<file path="config.mk">
export PLATFORM = sky130hd
export DESIGN_NAME = systolic_seq_flat
export DESIGN_NICKNAME = d
export VERILOG_FILES = /design/src/rtl/systolic_seq_if.sv /design/src/rtl/systolic_seq.sv /design/src/flat_wrapper.sv
export SDC_FILE = /design/constraint.sdc
export NUM_CORES = 1
export LEC_CHECK = 0
export CAP_MARGIN = 10
export CORE_ASPECT_RATIO = 0.6
export CORE_MARGIN = 4
export CORE_UTILIZATION = 48
export CTS_BUF_LIST = sky130_fd_sc_hd__clkbuf_16
export CTS_CLUSTER_DIAMETER = 50
export CTS_CLUSTER_SIZE = 12
export DETAILED_ROUTE_END_ITERATION = 10
export GPL_TIMING_DRIVEN = 0
export PLACE_DENSITY = 0.85
export REMOVE_ABC_BUFFERS = 1
export SYNTH_ARGS = -nofsm -noshare
export SYNTH_HDL_FRONTEND = slang
export SYNTH_SLANG_ARGS = --single-unit
</file>
<file path="constraint.sdc">
create_clock -name i_clk -period 10.4 [get_ports i_clk]
set_input_delay 3.12 -clock i_clk [delete_from_list [all_inputs] [get_ports i_clk]]
set_output_delay 3.12 -clock i_clk [all_outputs]
set_load 0.1 [all_outputs]
</file>
<file path="src/rtl/systolic_seq_if.sv">
// Purpose: bundles the sequencer's control, operand-buffer and array-edge
//   signals. Signal prefixes are from the sequencer's point of view.
// Ports (slave = sequencer side):
//   i_start, i_k_len         matmul request and inner dimension
//   o_busy, o_done           status; o_done is a one-cycle pulse
//   o_rd_en, o_rd_addr       operand buffer read strobe and k address
//   i_a_rdata, i_b_rdata     A column / B row, valid 1 cycle after o_rd_en
//   o_pe_clear               accumulator clear to the PE array
//   o_west_data, o_north_data skewed edge data into the array
interface systolic_seq_if #(
  parameter int N     = 4,
  parameter int DW    = 8,
  parameter int K_MAX = 16
) ();
  localparam int KW = $clog2(K_MAX + 1);
  localparam int AW = $clog2(K_MAX);

  logic              i_start;
  logic [KW-1:0]     i_k_len;
  logic              o_busy;
  logic              o_done;
  logic              o_rd_en;
  logic [AW-1:0]     o_rd_addr;
  logic [N*DW-1:0]   i_a_rdata;
  logic [N*DW-1:0]   i_b_rdata;
  logic              o_pe_clear;
  logic [N*DW-1:0]   o_west_data;
  logic [N*DW-1:0]   o_north_data;

  modport slave (
    input  i_start, i_k_len, i_a_rdata, i_b_rdata,
    output o_busy, o_done, o_rd_en, o_rd_addr, o_pe_clear,
           o_west_data, o_north_data
  );

  modport master (
    output i_start, i_k_len, i_a_rdata, i_b_rdata,
    input  o_busy, o_done, o_rd_en, o_rd_addr, o_pe_clear,
           o_west_data, o_north_data
  );
endinterface

</file>
<file path="src/rtl/systolic_seq.sv">
// Purpose: sequencer for an NxN systolic PE array. Clears the PE accumulators,
//   streams k_len A-column / B-row vectors from the operand buffers onto the
//   west/north edges with a per-lane skew, waits 2N cycles for the array to
//   drain, then pulses done.
// Ports:
//   i_clk  system clock, rising edge
//   i_rst  asynchronous active-high reset
//   bus    systolic_seq_if.slave (control, operand buffer, array edges)
//
// state   | meaning
// --------+---------------------------------------------------------
// S_IDLE  | waiting for start; k_len latched (clamped) on start
// S_CLEAR | one cycle of pe_clear
// S_FEED  | kl cycles of operand reads, rd_addr = k
// S_DRAIN | 2N cycles while the last operands ripple through the array
// S_DONE  | one-cycle done pulse; start ignored here
module systolic_seq #(
  parameter int N     = 4,
  parameter int DW    = 8,
  parameter int K_MAX = 16
) (
  input  logic          i_clk,
  input  logic          i_rst,
  systolic_seq_if.slave bus
);
  localparam int KW  = $clog2(K_MAX + 1);
  localparam int AW  = $clog2(K_MAX);
  localparam int DCW = $clog2(2 * N);

  typedef enum logic [2:0] {
    S_IDLE  = 3'd0,
    S_CLEAR = 3'd1,
    S_FEED  = 3'd2,
    S_DRAIN = 3'd3,
    S_DONE  = 3'd4
  } state_t;

  state_t          r_state, w_state_nxt;
  logic [KW-1:0]   r_kl;
  logic [AW-1:0]   r_k;
  logic [DCW-1:0]  r_drain;
  logic            r_vld;

  logic [KW-1:0]   w_kl_clamp;
  logic            w_k_last;
  logic            w_drain_last;
  logic            w_busy, w_done, w_rd_en, w_pe_clear;
  logic [N*DW-1:0] w_a_edge, w_b_edge;

  assign w_kl_clamp   = (bus.i_k_len > KW'(K_MAX)) ? KW'(K_MAX) : bus.i_k_len;
  assign w_k_last     = (KW'(r_k) == (r_kl - KW'(1)));
  assign w_drain_last = (r_drain == DCW'(2 * N - 1));

  // Counters hold at their last value instead of incrementing past it, so a
  // full K_MAX-long feed never wraps the AW-bit k counter.
  always_ff @(posedge i_clk or posedge i_rst) begin
    if (i_rst) begin
      r_state <= S_IDLE;
      r_kl    <= '0;
      r_k     <= '0;
      r_drain <= '0;
      r_vld   <= 1'b0;
    end else begin
      r_state <= w_state_nxt;
      r_vld   <= w_rd_en;
      if (r_state == S_IDLE && bus.i_start) r_kl <= w_kl_clamp;
      if (r_state != S_FEED)   r_k <= '0;
      else if (!w_k_last)      r_k <= r_k + AW'(1);
      if (r_state != S_DRAIN)  r_drain <= '0;
      else if (!w_drain_last)  r_drain <= r_drain + DCW'(1);
    end
  end

  always_comb begin
    w_state_nxt = r_state;
    w_busy      = 1'b0;
    w_done      = 1'b0;
    w_rd_en     = 1'b0;
    w_pe_clear  = 1'b0;
    case (r_state)
      S_IDLE: begin
        if (bus.i_start) w_state_nxt = S_CLEAR;
      end
      S_CLEAR: begin
        w_busy      = 1'b1;
        w_pe_clear  = 1'b1;
        w_state_nxt = (r_kl == '0) ? S_DONE : S_FEED;
      end
      S_FEED: begin
        w_busy  = 1'b1;
        w_rd_en = 1'b1;
        if (w_k_last) w_state_nxt = S_DRAIN;
      end
      S_DRAIN: begin
        w_busy = 1'b1;
        if (w_drain_last) w_state_nxt = S_DONE;
      end
      S_DONE: begin
        w_done      = 1'b1;
        w_state_nxt = S_IDLE;
      end
      default: w_state_nxt = S_IDLE;
    endcase
  end

  assign bus.o_busy     = w_busy;
  assign bus.o_done     = w_done;
  assign bus.o_rd_en    = w_rd_en;
  assign bus.o_pe_clear = w_pe_clear;
  assign bus.o_rd_addr  = r_k;

  // Edge values are forced to zero outside valid read data so that skew
  // padding contributes nothing to the PE accumulators.
  assign w_a_edge = r_vld ? bus.i_a_rdata : '0;
  assign w_b_edge = r_vld ? bus.i_b_rdata : '0;

  // Lane i lands on the array edge i cycles after its read data returns. The
  // last skew stage of each lane is the edge register; lane 0 needs no delay
  // and is driven straight from the gated read data (r_vld is registered).
  for (genvar gi = 0; gi < N; gi++) begin : g_lane
    if (gi == 0) begin : g_pass
      assign bus.o_west_data[DW-1:0]  = w_a_edge[DW-1:0];
      assign bus.o_north_data[DW-1:0] = w_b_edge[DW-1:0];
    end else begin : g_skew
      logic [DW-1:0] r_w [gi];
      logic [DW-1:0] r_n [gi];
      always_ff @(posedge i_clk or posedge i_rst) begin
        if (i_rst) begin
          for (int s = 0; s < gi; s++) begin
            r_w[s] <= '0;
            r_n[s] <= '0;
          end
        end else begin
          r_w[0] <= w_a_edge[gi*DW +: DW];
          r_n[0] <= w_b_edge[gi*DW +: DW];
          for (int s = 1; s < gi; s++) begin
            r_w[s] <= r_w[s-1];
            r_n[s] <= r_n[s-1];
          end
        end
      end
      assign bus.o_west_data[gi*DW +: DW]  = r_w[gi-1];
      assign bus.o_north_data[gi*DW +: DW] = r_n[gi-1];
    end
  end
endmodule

</file>
<file path="src/flat_wrapper.sv">
// flat-port wrapper written by rule: the top's interface ports become plain ports
module systolic_seq_flat 
#(
  parameter int N     = 4,
  parameter int DW    = 8,
  parameter int K_MAX = 16
)
  (i_clk, i_rst, bus_i_start, bus_i_k_len, bus_i_a_rdata, bus_i_b_rdata, bus_o_busy, bus_o_done, bus_o_rd_en, bus_o_rd_addr, bus_o_pe_clear, bus_o_west_data, bus_o_north_data);
  systolic_seq_if #(.N(N), .DW(DW), .K_MAX(K_MAX)) bus_i ();
  input  logic i_clk;
  input  logic i_rst;
  input wire logic [$bits(bus_i.i_start)-1:0] bus_i_start;
  input wire logic [$bits(bus_i.i_k_len)-1:0] bus_i_k_len;
  input wire logic [$bits(bus_i.i_a_rdata)-1:0] bus_i_a_rdata;
  input wire logic [$bits(bus_i.i_b_rdata)-1:0] bus_i_b_rdata;
  output wire logic [$bits(bus_i.o_busy)-1:0] bus_o_busy;
  output wire logic [$bits(bus_i.o_done)-1:0] bus_o_done;
  output wire logic [$bits(bus_i.o_rd_en)-1:0] bus_o_rd_en;
  output wire logic [$bits(bus_i.o_rd_addr)-1:0] bus_o_rd_addr;
  output wire logic [$bits(bus_i.o_pe_clear)-1:0] bus_o_pe_clear;
  output wire logic [$bits(bus_i.o_west_data)-1:0] bus_o_west_data;
  output wire logic [$bits(bus_i.o_north_data)-1:0] bus_o_north_data;
  assign bus_i.i_start = bus_i_start;
  assign bus_i.i_k_len = bus_i_k_len;
  assign bus_i.i_a_rdata = bus_i_a_rdata;
  assign bus_i.i_b_rdata = bus_i_b_rdata;
  assign bus_o_busy = bus_i.o_busy;
  assign bus_o_done = bus_i.o_done;
  assign bus_o_rd_en = bus_i.o_rd_en;
  assign bus_o_rd_addr = bus_i.o_rd_addr;
  assign bus_o_pe_clear = bus_i.o_pe_clear;
  assign bus_o_west_data = bus_i.o_west_data;
  assign bus_o_north_data = bus_i.o_north_data;
  systolic_seq #(.N(N), .DW(DW), .K_MAX(K_MAX)) u_core (.i_clk(i_clk), .i_rst(i_rst), .bus(bus_i));
endmodule
</file>
Word level (Yosys, flattened, before mapping) --
Cells that the tools add are included.
Cells by class: reductions and logical operators 5, equality and inequality tests 13, add/sub/neg operators 3, multiply operators 0, shift-type cells 0, multiplexer cells 16, bitwise operators 0, magnitude comparators 1, div/mod/pow operators 0
Operator list (count):
- 32-bit two-way mux | 2
- 3-bit two-way mux | 6
- 3-bit one-hot mux with 4 select lines | 1
- 4-bit two-way mux | 2
- 3-bit by 2-bit equality test with 1-bit output, second input constant | 2
- 3-bit equality test, second input constant | 2
- 2-bit inequality test, second input constant | 3
- 3-bit by 2-bit inequality test with 1-bit output, second input constant | 2
- 4-bit by 5-bit equality test with 1-bit output | 1
- 5-bit greater-than comparator, second input constant | 1
- 5-bit logical NOT | 1
- 5-bit two-way mux | 1
- 5-bit by 1-bit subtractor with 5-bit output, second input constant | 1
- 4-bit by 1-bit adder with 4-bit output, second input constant | 1
- 1-bit two-way mux | 4
- 2-bit by 1-bit inequality test with 1-bit output, second input constant | 2
- 3-bit by 1-bit adder with 3-bit output, second input constant | 1
- 3-bit by 1-bit equality test with 1-bit output, second input constant | 1
- 3-bit logical NOT | 1
- 3-bit AND reduction | 1
- 3-bit OR reduction | 1
- 1-bit logical AND | 1
Storage, ports and cells: word-level logic and storage cells 55, bits in latches 0, memory bits (writable) 0, flip-flop bits (word level) 112, memories 0, memory bits (read-only) 0

Logic depth before layout (Yosys ltp) --
Gate-level depths: netlist of run 1.
depth in word-level cells 4, depth in mapped cells 7, gate-level depth less buffers 7

Worst setup path before layout of run 1 --
No wires, ideal clock.
path kind input-to-output, from in bus_i_b_rdata[0], to out bus_o_north_data[0], data arrival time 3.498 ns, required time 7.280 ns, path slack 3.782 ns, stages on the path 2, cell sequence and2_1 buf_4
Between the ends: longest elaborated chain between the ends 1
RTL lines:
- start, declared | RTL line flat_wrapper.sv:15 | input wire logic [$bits(bus_i.i_b_rdata)-1:0] bus_i_b_rdata;
- 32-bit two-way mux | RTL line systolic_seq.sv:115 | assign w_b_edge = r_vld ? bus.i_b_rdata : '0;
- end, declared | RTL line flat_wrapper.sv:22 | output wire logic [$bits(bus_i.o_north_data)-1:0] bus_o_north_data;
Every way passes these cells.

Worst setup path in the final report of run 1 --
from in bus_i_b_rdata[6], to out bus_o_north_data[6]
The elaborated chain is that of the path after synthesis.

==> metrics.txt, run 1 <==
worst flop-to-flop path startpoint=u_core.r_kl[0]$_DFFE_PP0P_; top cells by area, synth=dfrtp_1, and2_1, buf_4; post-CTS setup buffer count=0; Mean Syn Cell Area=13.27 um2; WHS Endpoint=u_core.bus.o_north_data[31]$_DFF_PP0_; final period utilization=0.7680; Pre-Repair DR Iteration Count=4; WL/cell=15.30 um; Clock Tree Buf Depth=2; Clock Tree Root=clkbuf_16; gr usage total=0.1692; Worst Path Max Fanout=1; DR iter-0 viols=108; later-pin clock latency in the skew report=0.34 ns; Initial Utilization=0.5051; Residual DRC=0; HPWL after DPL=5652 um; row count=25; Final setup viols=0; clk sinks=112; Yosys top cell by area=dfrtp_1; Port Buffers=~140; met3 routed WL=894 um; detail-routed via count per cell=4.600; CTS tree=done; final hold viol count=0; H-Tree Depth=3; Worst Reg2Reg Path Length in Cells=7; WS Path Type=primary input to primary output; grt ovf=0; Worst Max-Slew Pin Slew=roughly 1.0 ns; RSZ-0062 raised after global routing=no; register-to-register setup slack=8.51 ns; hold path depth=0; worst path arrival time=4.87 ns; overall routed net length=7911 um; core area=8039 um2; Yosys reg bits=112; chip height=79.24 um; relative slew slack=0.3216; met2 WL=3833 um; worst clock skew=0.004706 ns; total number of vias=2,378; Antenna Cells=0; status=complete, no violations; Final #Nets=480; crit path capture type=primary output; Ports=144; uppermost layer routed=met4; top cell type's share of synthesized area=0.6903; fin. max-slew vios=0; fin crit period=between 7 and 8 ns; antenna violations before repair=0; Netlist cell types=26; Post-Syn Area=4060 um2; worst hold path type=register to register; number of global-route vias before repair=approximately 2,500; area delta synth->final=37.07%; crit start category=primary input; Total Die Area=10,040 um2; Die W=about 130 um; TritonCTS Buffers=9; CP required=7.28 ns; commonest non-fill, non-tap cell in the layout=clkdlybuf4s50_1; most frequent cells in the layout=clkdlybuf4s50_1, dfrtp_1, and2_1; cells after synthesis=306; RR Endpoint=u_core.bus.o_rd_addr[2]$_DFFE_PP0P_; cts hold-fix bufs=0; setup_tns=0 ns; Placed Cells=between 500 and 600; pin count of the biggest net entering global routing=78; clock-pin slew of the registers on the worst-case setup and hold paths=0.07 ns; antenna viol nets, final=0; Syn. warnings=0; HP Start=u_core.g_lane[3].g_skew.r_n[15]$_DFF_PP0_; global-route wire length before repair=12,790 um; f_max=between 100 and 150 MHz; Layout Cells excl Fill=between 500 and 600; post-synthesis sequential area ratio=0.6903; Routed met1 length=slightly above 3000 um; post-CTS sizing=0; MaxCap Viol Count=0; GP Congestion=0.8165; share of layout cells above drive strength 1=0.05379
logic make-up after synthesis:
| kind of cell | count (synthesis) | share of synthesized area |
|---|---|---|
| XOR/XNOR | 7 | 0.01510 |
| multiplexers | 3 | 0.007704 |
| buffers and inverters | 62 | 0.1035 |
| adder cells (fa/ha/maj) | 4 | 0.01233 |
| AO/OA/AOI/OAI | 18 | 0.02989 |
| AND/OR/NAND/NOR | 100 | 0.1411 |
| flip-flops | 112 | 0.6903 |
sequential cells by signal (all words and copies together), names as in the netlist:
signal                    cells
u_core.bus.o_north_data      16
u_core.bus.o_rd_addr          4
u_core.bus.o_west_data       16
u_core.g_lane.g_skew.r_n     32
u_core.g_lane.g_skew.r_w     32
u_core.r_drain                3
u_core.r_kl                   5
u_core.r_state                3
u_core.r_vld                  1
worst max path at each step:
stage	to	from	slack (ns)
after floorplan	bus_o_north_data[0]	bus_i_b_rdata[0]	3.42
after CTS	bus_o_north_data[6]	bus_i_b_rdata[6]	2.40
after global placement	bus_o_north_data[5]	bus_i_b_rdata[5]	2.41
final	bus_o_north_data[6]	bus_i_b_rdata[6]	2.41
after detailed placement	bus_o_north_data[6]	bus_i_b_rdata[6]	2.40
after global routing	bus_o_west_data[6]	bus_i_a_rdata[6]	2.38
metrics by stage:
| stage | setup WS [ns] | hold slack (ns) | instance area (um2) | utilization |
|---|---|---|---|---|
| after floorplan | 3.423 | 0.3312 | 3659 | - |
| after global placement | 2.412 | 0.3312 | 5225 | 0.6500 |
| after detailed placement | 2.404 | 0.3347 | 5256 | 0.6539 |
| after CTS | 2.399 | 0.3504 | 5565 | 0.6923 |
| after global routing | 2.382 | 0.3528 | 5565 | 0.6923 |
| final | 2.413 | 0.3471 | 5565 | 0.6923 |
cell usage after synthesis (all sizes together):
| cell type | instances |
|---|---|
| a21oi | 6 |
| a221oi | 1 |
| a311oi | 1 |
| and2 | 65 |
| buf | 49 |
| clkbuf | 8 |
| dfrtp | 112 |
| ha | 4 |
| inv | 5 |
| mux2 | 1 |
| mux2i | 2 |
| nand2 | 9 |
| nand2b | 6 |
| nand3 | 2 |
| nand3b | 2 |
| nor2 | 11 |
| nor3 | 2 |
| o2111a | 1 |
| o2111ai | 1 |
| o21ai | 6 |
| o21ba | 1 |
| o22ai | 1 |
| or3 | 3 |
| xnor2 | 3 |
| xor2 | 4 |
worst max-delay path: stages:
cell and delay, ns:
clkdlybuf4s50_1 0.48, and2_1 0.13, clkdlybuf4s50_1 1.13
routing by layer:
metal	vias to the layer above	GRT usage
met5	-	0
met4	0	0.04283
met3	9	0.09812
met2	107	0.2822
met1	1150	0.1879
li1	1112	-
final cells by class:
class / count / area, um2
clock inverter: 7 / 83.83
multi-input combinational: 132 / 837.1
timing repair buffer: 144 / 1459
inverter: 5 / 21.27
tap: 108 / 135.1
fill: 541 / 2474
sequential: 112 / 2804
clock buffer: 9 / 225.2
Power of run 1 is left out: the tool's default activity adds up to more than one toggle a clock period on the data nets, which glitch-free logic cannot reach.
==> run 2: changes to the inputs <==
--- a/config.mk
+++ b/config.mk
@@ -8,13 +8,13 @@
 export CAP_MARGIN = 10
 export CORE_ASPECT_RATIO = 0.6
 export CORE_MARGIN = 4
-export CORE_UTILIZATION = 48
+export CORE_UTILIZATION = 45
 export CTS_BUF_LIST = sky130_fd_sc_hd__clkbuf_16
 export CTS_CLUSTER_DIAMETER = 50
 export CTS_CLUSTER_SIZE = 12
 export DETAILED_ROUTE_END_ITERATION = 10
 export GPL_TIMING_DRIVEN = 0
-export PLACE_DENSITY = 0.85
+export PLACE_DENSITY = 0.8
 export REMOVE_ABC_BUFFERS = 1
 export SYNTH_ARGS = -nofsm -noshare
 export SYNTH_HDL_FRONTEND = slang
==> constraint.sdc (replaced) <==
create_clock -name i_clk -period 8.3 [get_ports i_clk]
set_input_delay 2.49 -clock i_clk [delete_from_list [all_inputs] [get_ports i_clk]]
set_output_delay 2.49 -clock i_clk [all_outputs]
set_load 0.1 [all_outputs]
==> run 2 against run 1 <==
Against the previous run: utilization down 5.1 points; worst setup slack worse by 0.81 ns; non-clock buffer count is the same; highest routed layer unchanged; register-to-register slack got worse by 2.0 ns; cell count is 0.77% higher.
==> metrics.txt, run 2 (synthesized netlist as in run 1, its figures left out) <==
number of global-route vias before repair=2,430 (-4.6%); post-CTS sizing=0 (unchanged); core area=8653 um2 (+7.6%); DR iter-0 viols=84 (-22%); HP Start=u_core.g_lane[3].g_skew.r_w[16]$_DFF_PP0_; f_max=149.3 MHz; antenna viol nets, final=0 (unchanged); TritonCTS Buffers=9 (unchanged); chip height=81.58 um (+2.9%); CTS tree=done; final period utilization=0.8071; Clock Tree Root=clkbuf_16; Worst Max-Slew Pin Slew=1.008 ns (-0.006664 ns); final hold viol count=0 (unchanged); gr usage total=0.1486 (-0.02067); post-CTS setup buffer count=0 (unchanged); Final setup viols=0 (unchanged); overall routed net length=7433 um (-6.0%); clock-pin slew of the registers on the worst-case setup and hold paths=0.08 ns (about the same); global-route wire length before repair=11,990 um (-6.2%); most frequent cells in the layout=clkdlybuf4s50_1, dfrtp_1, and2_1; clk sinks=112 (unchanged); Worst Reg2Reg Path Length in Cells=7 (unchanged); area delta synth->final=36.76%; Final #Nets=480 (unchanged); worst clock skew=0.007263 ns (+0.002557 ns); Die W=130.6 um (+3.1%); grt ovf=0 (unchanged); register-to-register setup slack=6.48 ns (-2.03 ns); crit path capture type=primary output; Pre-Repair DR Iteration Count=6 (+2); HPWL after DPL=5526 um (-2.2%); CP Capture Point=bus_o_west_data[6]; Antenna Cells=0 (unchanged); worst hold path type=register to register; H-Tree Depth=3 (unchanged); RSZ-0062 raised after global routing=no; total number of vias=2,318 (-2.5%); WL/cell=14.27 um (-6.8%); worst flop-to-flop path startpoint=u_core.r_kl[0]$_DFFE_PP0P_; fin. max-slew vios=0 (unchanged); pin count of the biggest net entering global routing=76 (-2.6%); RR Endpoint=u_core.bus.o_rd_addr[3]$_DFFE_PP0P_; commonest non-fill, non-tap cell in the layout=clkdlybuf4s50_1; Critical path origin=bus_i_a_rdata[6]; setup_tns=0 ns (unchanged); status=complete, no violations; Clock Tree Buf Depth=2 (unchanged); MaxCap Viol Count=0 (unchanged); crit start category=primary input; Initial Utilization=0.4692 (-0.03586); Worst Path Max Fanout=1 (unchanged); share of layout cells above drive strength 1=0.05134 (-0.002445); CP required=5.81 ns (-1.47 ns); antenna violations before repair=0 (unchanged); GP Congestion=0.8143 (-0.27%); later-pin clock latency in the skew report=0.34 ns (about the same); top flop regs=u_core.g_lane.g_skew.r_n: 32 flops, u_core.g_lane.g_skew.r_w: 32 flops; Total Die Area=10,660 um2 (+6.1%); worst path arrival time=4.21 ns (-0.66 ns); Port Buffers=143 (unchanged); Ports=144 (unchanged); relative slew slack=0.3260 (+0.004457); detail-routed via count per cell=4.449 (-3.3%); WS Path Type=primary input to primary output; cts hold-fix bufs=0 (unchanged); row count=26 (+4.0%); fin crit period=6.699 ns; Residual DRC=0 (unchanged)
run 2: cell types whose count changed in the layout (fill, tap and decap cells not counted), sizes merged:
cell / delta
clkinv: +1
bufinv: -1
inv: +1
clkinvlp: -1
run 2: per-layer routing:
layer / track usage / vias up / share of wire
li1: - / 1111 / -
met1: 0.1809 / 1097 / 0.41
met2: 0.2299 / 104 / 0.46
met3: 0.08577 / 6 / 0.12
met4: 0.03696 / 0 / 0.0062
met5: 0 / - / 0
run 2: cell type report:
class	instances	area, um2
repair buffers	144	1459
flip-flops and latches	112	2804
clock inverters	7	66.31
well taps	112	140.1
fillers	660	3100
clock buffers	9	225.2
inverters	5	21.27
multi-input cells	132	837.1
run 2: worst min path at each step:
stage / end / slack [ns] / cells past startpoint
2_1_floorplan: u_core.bus.o_north_data[16]$_DFF_PP0_ / 0.33 / 0
3_3_place_gp: u_core.bus.o_north_data[22]$_DFF_PP0_ / 0.33 / 0
3_5_place_dp: u_core.bus.o_north_data[20]$_DFF_PP0_ / 0.33 / 0
4_1_cts: u_core.g_lane[3].g_skew.r_w[10]$_DFF_PP0_ / 0.35 / 0
5_1_grt: u_core.bus.o_west_data[25]$_DFF_PP0_ / 0.36 / 0
6_report: u_core.g_lane[3].g_skew.r_w[8]$_DFF_PP0_ / 0.35 / 0
run 2: per-stage QoR:
step | utilization | worst slack, ns | hold WS, ns | std cells | area (um2)
final | 0.6417 | 1.601 | 0.3454 | 521 | 5553
after global routing | 0.6417 | 1.551 | 0.3570 | 521 | 5553
after CTS | 0.6417 | 1.586 | 0.3514 | 521 | 5553
after detailed placement | 0.6080 | 1.585 | 0.3347 | 505 | 5261
after global placement | 0.6044 | 1.391 | 0.3312 | 504 | 5230
after floorplan | - | 2.583 | 0.3312 | 249 | 3659
run 2: worst max-delay path, stage by stage:
cell	delay, ns
clkdlybuf4s50_1	0.44
and2_1	0.12
clkdlybuf4s50_1	1.15
Power of run 2 is left out for the same reason.
==> run 3: changes to the inputs <==
--- a/config.mk
+++ b/config.mk
@@ -8,13 +8,13 @@
 export CAP_MARGIN = 10
 export CORE_ASPECT_RATIO = 0.6
 export CORE_MARGIN = 4
-export CORE_UTILIZATION = 45
+export CORE_UTILIZATION = 40
 export CTS_BUF_LIST = sky130_fd_sc_hd__clkbuf_16
 export CTS_CLUSTER_DIAMETER = 50
 export CTS_CLUSTER_SIZE = 12
 export DETAILED_ROUTE_END_ITERATION = 10
 export GPL_TIMING_DRIVEN = 0
-export PLACE_DENSITY = 0.8
+export PLACE_DENSITY = 0.75
 export REMOVE_ABC_BUFFERS = 1
 export SYNTH_ARGS = -nofsm -noshare
 export SYNTH_HDL_FRONTEND = slang
==> constraint.sdc (replaced) <==
create_clock -name i_clk -period 6.15 [get_ports i_clk]
set_input_delay 1.845 -clock i_clk [delete_from_list [all_inputs] [get_ports i_clk]]
set_output_delay 1.845 -clock i_clk [all_outputs]
set_load 0.1 [all_outputs]
==> run 3 against run 2 <==
Against the previous run: worst setup slack worse by 0.88 ns; sequential cell count stayed put; non-clock buffer count did not move; first-iteration DRC count shrank 50%; clock skew is essentially flat; sequential share of layout area down 0.34 points; wire length decreased by 0.85%; utilization fell by 7.6 points; via count up 1.8%; cell area increased by 0.68%; register-to-register slack lost 2.2 ns; critical path depth stayed put; largest cell class unchanged.
==> metrics.txt, run 3 (synthesized netlist as in run 1, its figures left out) <==
final hold viol count=0 (unchanged); GP Congestion=0.7554 (-7.2%); overall routed net length=7370 um (-0.85%); core area=9879 um2 (+14%); TritonCTS Buffers=9 (unchanged); crit path capture type=primary output; antenna violations before repair=0 (unchanged); grt ovf=0 (unchanged); Final setup viols=0 (unchanged); fin crit period=5.427 ns; post-CTS setup buffer count=0 (unchanged); gr usage total=0.1298 (-0.01877); Clock Tree Root=clkbuf_16; area delta synth->final=37.69%; H-Tree Depth=3 (unchanged); worst clock skew=0.007242 ns (-0.00002118 ns); clk sinks=112 (unchanged); Worst Max-Slew Pin Slew=1.022 ns (+0.01400 ns); Ports=144 (unchanged); MaxCap Viol Count=0 (unchanged); Antenna Cells=0 (unchanged); CTS tree=done; clock-pin slew of the registers on the worst-case setup and hold paths=0.07 ns (about the same); Clock Tree Buf Depth=2 (unchanged); most frequent cells in the layout=clkdlybuf4s50_1, dfrtp_1, and2_1; post-CTS sizing=0 (unchanged); crit start category=primary input; RSZ-0062 raised after global routing=no; WHS=0.3488 ns (+0.003419 ns); DR iter-0 viols=42 (-50%); number of global-route vias before repair=2,407 (-0.95%); global-route wire length before repair=12,010 um (+0.17%); WL/cell=13.55 um (-5.0%); status=complete, no violations; register area=2804 um2 (unchanged); HP Start=u_core.g_lane[3].g_skew.r_w[8]$_DFF_PP0_; Pre-Repair DR Iteration Count=4 (-2); fill count=832 (+26%); row count=28 (+7.7%); cts hold-fix bufs=0 (unchanged); chip height=86.04 um (+5.5%); CP required=4.30 ns (-1.51 ns); Total Die Area=11,880 um2 (+11%); Initial Utilization=0.4110 (-0.05823); HPWL after DPL=5301 um (-4.1%); antenna viol nets, final=0 (unchanged); worst flop-to-flop path startpoint=u_core.r_kl[0]$_DFFE_PP0P_; Final #Nets=480 (unchanged); pin count of the biggest net entering global routing=72 (-5.3%); final period utilization=0.8824; Multi-input gate area=837.1 um2 (unchanged); commonest non-fill, non-tap cell in the layout=clkdlybuf4s50_1; total number of vias=2,360 (+1.8%); later-pin clock latency in the skew report=0.34 ns (about the same); top flop regs=u_core.g_lane.g_skew.r_n: 32 flops, u_core.g_lane.g_skew.r_w: 32 flops; share of layout cells above drive strength 1=0.05379 (+0.002445); fin. max-slew vios=0 (unchanged); WS Path Type=primary input to primary output; Critical path origin=bus_i_b_rdata[5]; worst hold path type=register to register; Port Buffers=143 (unchanged); Die W=138.1 um (+5.7%); f_max=between 150 and 200 MHz; relative slew slack=0.3167 (-0.009359); worst path arrival time=3.58 ns (-0.63 ns); detail-routed via count per cell=4.338 (-2.5%); Residual DRC=0 (unchanged); Worst Path Max Fanout=1 (unchanged)
-- run 3: cell types whose count changed in the layout (fill, tap and decap cells not counted), sizes merged --
cell / before / now
clkinvlp: 0 / 1
inv: 11 / 10
-- run 3: critical path, stage by stage --
cell and delay, ns:
clkdlybuf4s50_1 0.48, and2_1 0.13, clkdlybuf4s50_1 1.13
-- run 3: layout make-up --
type,count,area share
inverters,5,0.003805
flip-flops and latches,112,0.5016
clock buffers,9,0.04029
multi-input cells,132,0.1497
clock inverters,7,0.01343
well taps,135,0.03021
repair buffers,144,0.2610
-- run 3: routing by layer --
metal	global-route usage	vias up	routed length [um]
met5	0	-	0
met4	0.03767	0	63
met3	0.08412	8	1025
met2	0.1889	113	3094
met1	0.1599	1129	3186
li1	-	1110	-
-- run 3: per-stage QoR --
| stage | setup slack [ns] | instances | cell area [um2] | TNS (ns) | util |
|---|---|---|---|---|---|
| after global routing | 0.6747 | 544 | 5590 | 0 | 0.5659 |
| final | 0.7230 | 544 | 5590 | 0 | 0.5659 |
| after detailed placement | 0.7129 | 528 | 5290 | 0 | 0.5355 |
| after CTS | 0.7050 | 544 | 5590 | 0 | 0.5659 |
| after global placement | -0.1044 | 527 | 5259 | -10.92 | 0.5323 |
| after floorplan | 1.346 | 249 | 3659 | 0 | - |
-- run 3: final timing paths --
kind / end / slack (ns) / depth (start not counted)
max: bus_o_north_data[5] / 0.72 / 3
max in group asynchronous: u_core.bus.o_west_data[18]$_DFF_PP0_ / 3.54 / 3
min in group asynchronous: u_core.g_lane[1].g_skew.r_n[2]$_DFF_PP0_ / 1.91 / 2
max reg2reg: u_core.bus.o_rd_addr[0]$_DFFE_PP0P_ / 4.29 / 7
min: u_core.bus.o_west_data[24]$_DFF_PP0_ / 0.35 / 0
min reg2reg: u_core.bus.o_west_data[24]$_DFF_PP0_ / 0.35 / 0
Power of run 3 is left out for the same reason.
